[config.mk]
export PLATFORM = sky130hd
export DESIGN_NAME = stopwatch_lap
export DESIGN_NICKNAME = d
export VERILOG_FILES = /design/src/rtl/stopwatch_pkg.sv /design/src/rtl/stopwatch_lap_bcd_digit.sv /design/src/rtl/stopwatch_lap.sv
export SDC_FILE = /design/constraint.sdc
export NUM_CORES = 1
export LEC_CHECK = 0
export CAP_MARGIN = 30
export CORE_MARGIN = 4
export CORE_UTILIZATION = 48
export CTS_CLUSTER_DIAMETER = 30
export CTS_CLUSTER_SIZE = 24
export DETAILED_ROUTE_END_ITERATION = 7
export PLACE_DENSITY_LB_ADDON = 0.25
export SLEW_MARGIN = 10
export SYNTH_ARGS = -nofsm -noshare
export SYNTH_HDL_FRONTEND = slang
export SYNTH_SLANG_ARGS = --single-unit
[constraint.sdc]
create_clock -name clk -period 3.05 [get_ports clk]
set_input_delay 0.61 -clock clk [delete_from_list [all_inputs] [get_ports clk]]
set_output_delay 0.61 -clock clk [all_outputs]
set_load 0.005 [all_outputs]
[src/rtl/stopwatch_pkg.sv]
`default_nettype none
// ============================================================================
// Module      : stopwatch_pkg
// Description : Shared BCD digit type, digit limit and tick/carry helper for
//               the stopwatch_lap block.
// Revision    : 1.0 - initial release
// ============================================================================
package stopwatch_pkg;

    typedef logic [3:0] bcd_t;

    localparam bcd_t BCD_MAX = 4'd9;

    // Shared by the prescaler tick and the digit-to-digit carry.
    function automatic logic tick_carry(input logic cin, input logic at_max);
        return cin & at_max;
    endfunction

endpackage
`default_nettype wire

[src/rtl/stopwatch_lap_bcd_digit.sv]
`default_nettype none
// ============================================================================
// Module      : bcd_digit
// Description : One decimal counter digit; advances on cin and carries out
//               when it wraps from 9 to 0.
// Revision    : 1.0 - initial release
// ============================================================================
module bcd_digit
    import stopwatch_pkg::*;
(
    input  logic clk,
    input  logic rst,
    input  logic clr,
    input  logic cin,
    output bcd_t q,
    output logic cout
);

    bcd_t r_q;

    always_ff @(posedge clk) begin
        if (!rst) begin
            r_q <= '0;
        end else if (clr) begin
            r_q <= '0;
        end else if (cin) begin
            // >= keeps the digit inside 0..9 even from an unreachable code.
            r_q <= (r_q >= BCD_MAX) ? '0 : r_q + 4'd1;
        end
    end

    assign q    = r_q;
    assign cout = tick_carry(cin, r_q == BCD_MAX);

endmodule
`default_nettype wire

[src/rtl/stopwatch_lap.sv]
`default_nettype none
// ============================================================================
// Module      : stopwatch_lap
// Description : Prescaled NDIG-digit BCD stopwatch with sticky overflow and a
//               lap-freeze display, built only with STOPWATCH_LAP_EN defined.
// Revision    : 1.0 - initial release
// ============================================================================
module stopwatch_lap
    import stopwatch_pkg::*;
#(
    parameter int NDIG     = 3,
    parameter int PRESCALE = 1
) (
    input  logic            clk,
    input  logic            rst,
    input  logic            en,
    input  logic            clr,
    input  logic            lap,
    output logic [NDIG*4-1:0] disp,
    output logic [NDIG*4-1:0] live,
    output logic            lap_active,
    output logic            ovf
);

    localparam int             c_PW       = (PRESCALE > 1) ? $clog2(PRESCALE) : 1;
    localparam logic [c_PW-1:0] c_PRE_LAST = c_PW'(PRESCALE - 1);

    logic [c_PW-1:0] r_pre;
    logic            w_tick;
    logic [NDIG:0]   w_carry;
    logic            r_ovf;

    assign w_tick = tick_carry(en, r_pre == c_PRE_LAST);

    always_ff @(posedge clk) begin
        if (!rst) begin
            r_pre <= '0;
        end else if (clr) begin
            r_pre <= '0;
        end else if (en) begin
            r_pre <= w_tick ? '0 : r_pre + 1'b1;
        end
    end

    assign w_carry[0] = w_tick;

    for (genvar i = 0; i < NDIG; i++) begin : g_digit
        bcd_digit u_digit (
            .clk  (clk),
            .rst  (rst),
            .clr  (clr),
            .cin  (w_carry[i]),
            .q    (live[4*i +: 4]),
            .cout (w_carry[i+1])
        );
    end

    // A carry out of the top digit means the count wrapped from all nines.
    always_ff @(posedge clk) begin
        if (!rst) begin
            r_ovf <= 1'b0;
        end else if (clr) begin
            r_ovf <= 1'b0;
        end else if (w_carry[NDIG]) begin
            r_ovf <= 1'b1;
        end
    end

    assign ovf = r_ovf;

`ifdef STOPWATCH_LAP_EN
    logic [NDIG*4-1:0] r_lap;
    logic              r_lap_active;

    always_ff @(posedge clk) begin
        if (!rst) begin
            r_lap        <= '0;
            r_lap_active <= 1'b0;
        end else if (clr) begin
            r_lap        <= '0;
            r_lap_active <= 1'b0;
        end else if (lap) begin
            if (!r_lap_active) begin
                r_lap <= live;
            end
            r_lap_active <= ~r_lap_active;
        end
    end

    assign lap_active = r_lap_active;
    assign disp       = r_lap_active ? r_lap : live;
`else
    logic w_unused_lap;

    assign w_unused_lap = lap;
    assign lap_active   = 1'b0;
    assign disp         = live;
`endif

endmodule
`default_nettype wire

# Word level (Yosys, flattened, before mapping)

Cells that the tools add are included.

$add $sub $neg: 4
Order comparisons: 3
Eq/ne operators: 3
Multiplexer cells: 4
Bitwise logic cells: 6
Reduce and logical (&&, ||, !) cells: 1

Operators with widths:

| operator                                                       | number |
|---|---|
| 4-bit by 1-bit adder with 4-bit output (second input constant) | 3 |
| 4-bit equality test (second input constant)                    | 3 |
| 4-bit >= comparator (second input constant)                    | 3 |
| 4-bit 2-to-1 mux                                               | 3 |
| 1-bit AND                                                      | 4 |
| 1-bit NOT                                                      | 2 |
| 2-bit OR reduction                                             | 1 |
| 1-bit adder (second input constant)                            | 1 |
| 1-bit 2-to-1 mux                                               | 1 |

Bits in registers: 14
Input port bits: 5
Output and inout port bits: 26
Logic and storage cells: 26

# Longest topological paths before layout

Gate-level depths: netlist (run 1).

Depth in word-level cells: 5
Mapped depth: 6
Gate-level depth less buffers: 5

# By module

A second synthesis (run 1) with hierarchy kept.

Cells, all modules: 92
Area total of the unflattened synthesis: 832.0 um^2

Modules (own cells, without submodules):

| module        | instances | cells an instance | area an instance (um^2) | seq. area each (um^2) |
|---|---|---|---|---|
| bcd_digit     | 3         | 24                | 220.2                   | 80.1 |
| stopwatch_lap | 1         | 20                | 171.4                   | 40.0 |

# Worst setup path after synthesis (run 1)

Ideal clock, no wire load.

Path kind: register to register
Start point: register g_digit[1].u_digit.r_q[1]
End point: register g_digit[2].u_digit.r_q[2]
Library setup time: 0.080 ns
Data arrival time: 1.462 ns
Data required time: 2.970 ns
Path slack: 1.508 ns
Cell stages (with the launch flop): 6
Buffers on the path: 0
Clock period less this slack: 1.542 ns
Cell sequence: dfxtp_1 > inv_1 > ha_1 > nand4b_4 > or4_1 > a211oi_2

Longest elaborated chain between the ends: 2

Ends and longest elaborated chain:

| element                | line                          | RTL |
|---|---|---|
| from (decl)            | stopwatch_lap_bcd_digit.sv:19 | `bcd_t r_q;` |
| from (signal assigned) | stopwatch_lap_bcd_digit.sv:28 | `r_q <= (r_q >= BCD_MAX) ? '0 : r_q + 4'd1;` |
| 4-bit equality test    | stopwatch_lap_bcd_digit.sv:33 | `assign cout = tick_carry(cin, r_q == BCD_MAX);` |
| 1-bit AND              | stopwatch_pkg.sv:16           | `return cin & at_max;` |
| to (signal assigned)   | stopwatch_lap_bcd_digit.sv:28 |  |
| to (decl)              | stopwatch_lap_bcd_digit.sv:19 |  |

Every way passes these cells.
A chain may end at the register's enable or synchronous reset.

# Worst setup path after layout (run 1)

Start point: register g_digit[0].u_digit.r_q[3]
End point: output live[3]

RTL lines:

| element                | line                          | RTL |
|---|---|---|
| from (decl)            | stopwatch_lap_bcd_digit.sv:19 |  |
| from (signal assigned) | stopwatch_lap_bcd_digit.sv:28 |  |
| to (decl)              | stopwatch_lap.sv:20           | `output logic [NDIG*4-1:0] live,` |

No word-level cell between the ends.

==> results of run 1 <==
[metal layers]
metal,share of wire (%),track usage [%],vias up,wire length [um]
li1,-,-,394,-
met1,44,19.69,366,842
met2,50,26.24,19,960
met3,4.5,2.849,4,87
met4,1.3,6.383,0,24
met5,0,0,-,0
[placed cells by master, fill, tap and decap left out]
cell,n
o211ai_1,2
nand2_1,3
and3b_1,1
clkbuf_4,3
a41o_1,1
and4bb_2,1
inv_1,12
a41oi_1,1
nor3_1,2
or4_1,2
and3_1,1
or3b_1,1
nor2_1,3
o21ai_0,3
a211oi_2,1
nand4_1,2
nand4b_4,1
o31ai_1,1
clkbuf_8,1
a2111oi_2,1
a21o_1,2
dfxtp_1,14
nand4bb_4,1
or3_1,2
nor3b_1,2
a31oi_1,1
nand3_1,3
clkdlybuf4s50_1,28
ha_1,9
a31o_2,1
or2b_1,1
a21oi_1,7
a211oi_1,3
o2111ai_1,1
nor2b_1,2
nand2b_1,1
conb_1,1
[logic make-up (layout without fill, tap and decap cells)]
logic type | count (synthesis) | count (layout) | synth area share, %
AO/OA/AOI/OAI | 25 | 25 | 19.00
adder cells (fa/ha/maj) | 9 | 9 | 11.87
buffers and inverters | 28 | 44 | 16.36
flip-flops | 14 | 14 | 29.55
other | 1 | 1 | 0.3954
AND/OR/NAND/NOR | 29 | 29 | 22.82
[layout make-up]
cell class | instances | area (um^2)
repair buffers | 28 | 280.3
flip-flops and latches | 14 | 280.3
fillers | 161 | 615.6
inverters | 12 | 45.04
clock buffers | 4 | 36.28
multi-input cells | 64 | 513.0
well taps | 25 | 31.28
[report_power, final]
group	total [mW]	internal, mW	switching, mW	leakage [nW]
Sequential	0.185	0.183	0.00139	0.113
Combinational	0.0232	0.0106	0.0126	0.303
Clock	0.134	0.0726	0.0616	0.0210
[state kept, by name (all words and copies together) (netlist names)]
| register | count |
|---|---|
| r_pre | 1 |
| ovf | 1 |
| g_digit.u_digit.q | 12 |
[Yosys cell counts (2+ instances only)]
library cell and count:
nor3_1 2, nor2b_1 2, nor2_1 3, nand4_1 2, o21ai_0 3, a21o_1 2, nand2_1 3, buf_4 13
nand3_1 3, inv_1 12, dfxtp_1 14, or4_1 2, clkbuf_1 2, o211ai_1 2, a21oi_1 7, a211oi_1 3
nor3b_1 2, ha_1 9, or3_1 2
[through the flow]
step           worst slack (ns)  utilization (%)  total power, mW  hold WS, ns  instances
3_3_place_gp             0.8452            63.82           0.2115       0.4331        143
6_report                  1.103            65.83           0.3423       0.4549        147
3_5_place_dp             0.8472            63.82           0.2121       0.4453        143
4_1_cts                   1.095            65.83           0.3465       0.4584        147
5_1_grt                  0.9464            65.83           0.3571       0.5051        147
2_1_floorplan             1.508                -           0.2034       0.4420        106
[worst max path at each step]
stage	start	to	slack, ns	depth (start not counted)
floorplan	g_digit[1].u_digit.q[1]	g_digit[2].u_digit.q[2]	1.51	5
global placement	en	g_digit[2].u_digit.q[3]	0.85	4
detailed placement	en	g_digit[2].u_digit.q[3]	0.85	4
CTS	g_digit[0].u_digit.q[3]	live[3]	1.10	1
global route	g_digit[0].u_digit.q[0]	g_digit[2].u_digit.q[3]	0.95	4
finish	g_digit[0].u_digit.q[3]	live[3]	1.10	1
==> results.sh, run 1 <==
export IMPL_run_status="complete, no violations"
export IMPL_cts_buffers=3
export IMPL_hold_depth=2
export IMPL_die_area_mm2=0.002751
export IMPL_grt_pass1_wl_um=3291
export IMPL_ys_flop_type="dfxtp_1"
export IMPL_rsz0062_at_grt="false"
export IMPL_worstHoldStart="ovf"
export IMPL_cts_resized=0
export IMPL_syn_avg_cell_area_um2=8.947
export IMPL_hold_buffers=0
export IMPL_fin_area_mm2=0.001186
export IMPL_drv_slew=0
export IMPL_r2r_cells=4
export IMPL_netlist_area_leader_share_pct=29.55
export IMPL_start_util_pct=52.64
export IMPL_critPathArrivalTime_ns=1.34
export IMPL_critPathMaxStageDelay_ns=0.57
export IMPL_cap_violations=0
export IMPL_grt_max_degree=13
export IMPL_cp_top_family="buffers and inverters"
export IMPL_drive_above_1_share_pct=8.197
export IMPL_fin_skew_ns=0.005767
export IMPL_setup_tns_ns=0
export IMPL_cp_max_fo=7
export IMPL_die_w_um=52.45
export IMPL_io_buffers=28
export IMPL_syn2layout_area_growth_pct=25.07
export IMPL_critPathLaunchType="flop"
export IMPL_cts_root_buf="clkbuf_4"
export IMPL_fin_crit_ns=1.947
export IMPL_slowest_stage="clkdlybuf4s50_1"
export IMPL_syn_num_nets=120
export IMPL_p_leak_nw=0.4368
export IMPL_worstPathRequired_ns=2.44
export IMPL_power_density_mw_per_mm2=288.6
export IMPL_drc=0
export IMPL_whs_endpoint="ovf"
export IMPL_gp_congestion=0.7559
export IMPL_wirelength_um=1915
export IMPL_syn_inst=106
export IMPL_clock_path_buffers=2
export IMPL_cts_tree="yes"
export IMPL_hpwl_um=1450
export IMPL_syn_area_um2=948.4
export IMPL_fmax_mhz=513.6
export IMPL_ant_nets=0
export IMPL_ios=31
export IMPL_critPathCaptureType="primary output"
export IMPL_synth_area_top_cells="dfxtp_1 (30%), ha_1 (12%), buf_4 (10%)"
export IMPL_synth_largest_area_cell="dfxtp_1"
export IMPL_place_area_mm2=0.001150
export IMPL_seq_area_frac_synth_pct=29.55
export IMPL_antenna_found_initial=0
export IMPL_period_share_pct=63.84
export IMPL_grt_ovfl_total=0
export IMPL_die_h_um=52.45
export IMPL_ys_types=37
export IMPL_drtIter0Drc=5
export IMPL_via_per_inst=5.327
export IMPL_reg2reg_slack_ns=1.16
export IMPL_timing_rr_start="g_digit[0].u_digit.q[0]"
export IMPL_clock_latency_ns=0.28
export IMPL_grt_total_usage_pct=15.73
export IMPL_core_mm2=0.001802
export IMPL_worstMarginPinSlew_ns=0.5742
export IMPL_num_vias=783
export IMPL_r2r_end="g_digit[2].u_digit.q[2]"
export IMPL_synth_edf_count=0
export IMPL_antenna_diode_count=0
export IMPL_drtPass1Iterations=4
export IMPL_crit_path_cell_trace="clkdlybuf4s50_1"
export IMPL_rows=15
export IMPL_post_drt_wl_per_cell_um=13.03
export IMPL_clock_sinks=14
export IMPL_postCtsSetupBuffers=0
export IMPL_ys_ff_latch=14
export IMPL_max_vdd_ir_drop_mv=0.2591
export IMPL_hold_violations=0
export IMPL_clk_pin_slew_ns=0.09
export IMPL_critical_path_buf_inv_count=1
export IMPL_setup_viol=0
export IMPL_max_slew_margin_pct=61.65
export IMPL_path_class="reg2out"
export IMPL_nets=137
export IMPL_hold_path_class="reg2reg"
export IMPL_htreeDepth=1
export IMPL_grt_pass1_vias=755
export IMPL_async_flop_share_pct=0
export IMPL_yosysWarnings=0
No activity file was read; power rests on OpenSTA's default activity.
==> run 2, diff against run 1 <==
CORE_UTILIZATION = 45   (was 48)
clock period = 1.8 ns   (was 3.05 ns; I/O delays follow)
==> results.sh, run 2 (synthesis gave the netlist of run 1 again) <==
export IMPL_reg2reg_slack_ns=0.15
export IMPL_fin_crit_ns=1.735
export IMPL_post_drt_wl_per_cell_um=12.22
export IMPL_cts_tree="yes"
export IMPL_cts_resized=0
export IMPL_finalNonFillerCells=155
export IMPL_die_h_um=53.91
export IMPL_antenna_diode_count=0
export IMPL_slowest_stage="clkdlybuf4s50_1"
export IMPL_wirelength_um=1894
export IMPL_antenna_found_initial=0
export IMPL_via_per_inst=5.206
export IMPL_power_frac_clock_pct=38.8
export IMPL_drtIter0Drc=8
export IMPL_critPathCaptureType="primary output"
export IMPL_cts_buffers=3
export IMPL_rsz0062_at_grt="false"
export IMPL_seq_power_share_pct=53.3
export IMPL_critPathMaxStageDelay_ns=0.58
export IMPL_ios=31
export IMPL_critical_path_buf_inv_count=1
export IMPL_cts_root_buf="clkbuf_4"
export IMPL_start_util_pct=47.85
export IMPL_internal_power_mw=0.4570
export IMPL_hold_depth=2
export IMPL_clock_latency_ns=0.28
export IMPL_cp_top_family="buffers and inverters"
export IMPL_grt_pass1_vias=740
export IMPL_nets=143
export IMPL_grt_total_usage_pct=15.67
export IMPL_final_cell_mix="clkdlybuf4s50_1 (28), dfxtp_1 (14), inv_1 (12), ha_1 (9), a21oi_1 (7)"
export IMPL_htreeDepth=1
export IMPL_cap_violations=0
export IMPL_timing_final_ws_setup_ns=0.06498
export IMPL_clk_pin_slew_ns=0.09
export IMPL_critPathLaunchType="flop"
export IMPL_final_core_util_pct=62.88
export IMPL_switchingPower_mw=0.1277
export IMPL_largest_register_ffs=12
export IMPL_run_status="complete, no violations"
export IMPL_cp_max_fo=7
export IMPL_syn2layout_area_growth_pct=31.40
export IMPL_postCtsSetupBuffers=0
export IMPL_whs_endpoint="ovf"
export IMPL_ant_nets=0
export IMPL_core_mm2=0.001982
export IMPL_worstHoldStart="ovf"
export IMPL_drive_above_1_share_pct=12.50
export IMPL_drc=0
export IMPL_worstPathRequired_ns=1.44
export IMPL_gp_congestion=0.7685
export IMPL_r2r_end="g_digit[2].u_digit.q[2]"
export IMPL_die_area_mm2=0.002906
export IMPL_power_density_mw_per_mm2=469.2
export IMPL_dpl_worst_slack_ns=-0.07063
export IMPL_p_leak_nw=0.4703
export IMPL_setup_tns_ns=0
export IMPL_path_class="reg2out"
export IMPL_io_buffers=28
export IMPL_grt_ovfl_total=0
export IMPL_num_vias=807
export IMPL_hold_path_class="reg2reg"
export IMPL_swShare_pct=21.85
export IMPL_place_inst=151
export IMPL_grt_max_degree=12
export IMPL_final_common_cell="clkdlybuf4s50_1"
export IMPL_max_vdd_ir_drop_mv=0.4141
export IMPL_period_share_pct=96.39
export IMPL_timing_rr_start="g_digit[1].u_digit.q[0]"
export IMPL_clock_sinks=14
export IMPL_critPathArrivalTime_ns=1.38
export IMPL_crit_path_cell_trace="clkdlybuf4s50_1"
export IMPL_hpwl_um=1449
export IMPL_die_w_um=53.91
export IMPL_comb_power_share_pct=7.9
export IMPL_drtPass1Iterations=4
export IMPL_hold_violations=0
export IMPL_clock_path_buffers=2
export IMPL_rows=16
export IMPL_drv_slew=0
export IMPL_fin_skew_ns=0.004824
export IMPL_grt_pass1_wl_um=3318
export IMPL_r2r_cells=4
export IMPL_hold_buffers=0
export IMPL_setup_viol=0
export IMPL_fmax_mhz=576.4
run 2: cell count changes in the layout (fill, tap and decap cells not counted):
cell	change
buf_4	+5
buf_12	+1
run 2: power groups by stage:
stage	Sequential [mW]	Combinational (mW)	Clock, mW
floorplan	0.320	0.0245	0
global placement	0.319	0.0458	0
detailed placement	0.319	0.0460	0
CTS	0.312	0.0463	0.236
global route	0.312	0.0507	0.252
finish	0.312	0.0460	0.227
run 2: layer usage:
metal  vias to the layer above  global-route usage, %  part of all wire, %
li1                        408                      -                    -
met1                       378                  20.47                   46
met2                        19                  23.99                   47
met3                         2                  6.094                  5.5
met4                         0                  3.830                 0.63
met5                         -                      0                    0
run 2: worst max-delay path by stage:
stage                       startpoint                 endpoint  cells after the start
2_1_floorplan  g_digit[1].u_digit.q[1]  g_digit[2].u_digit.q[2]                      5
3_3_place_gp                        en  g_digit[2].u_digit.q[2]                      4
3_5_place_dp                        en  g_digit[2].u_digit.q[2]                      4
4_1_cts        g_digit[0].u_digit.q[3]                  disp[3]                      1
5_1_grt        g_digit[0].u_digit.q[3]                  disp[3]                      1
6_report       g_digit[0].u_digit.q[3]                  disp[3]                      1
run 2: worst reg2reg max path: cells and delay by family, from the launching register on:
family | cells | cell delay (ns)
AND/OR/NAND/NOR | 2 | 0.68
flip-flops | 1 | 0.43
adder cells (fa/ha/maj) | 1 | 0.26
AO/OA/AOI/OAI | 1 | 0.22
run 2: stage by stage:
stage / cell area (um^2) / power (mW) / hold WS [ns]
after global routing: 1246 / 0.6148 / 0.4821
after global placement: 1210 / 0.3649 / 0.4339
after floorplan: 948.4 / 0.3447 / 0.4361
after detailed placement: 1210 / 0.3651 / 0.4441
after CTS: 1246 / 0.5944 / 0.4579
final: 1246 / 0.5847 / 0.4504
run 2: cell type report:
| type | count | area, um^2 |
|---|---|---|
| multi-input cells | 64 | 513.0 |
| inverters | 12 | 45.04 |
| fillers | 164 | 735.7 |
| flip-flops and latches | 14 | 280.3 |
| well taps | 27 | 33.78 |
| repair buffers | 34 | 337.8 |
| clock buffers | 4 | 36.28 |
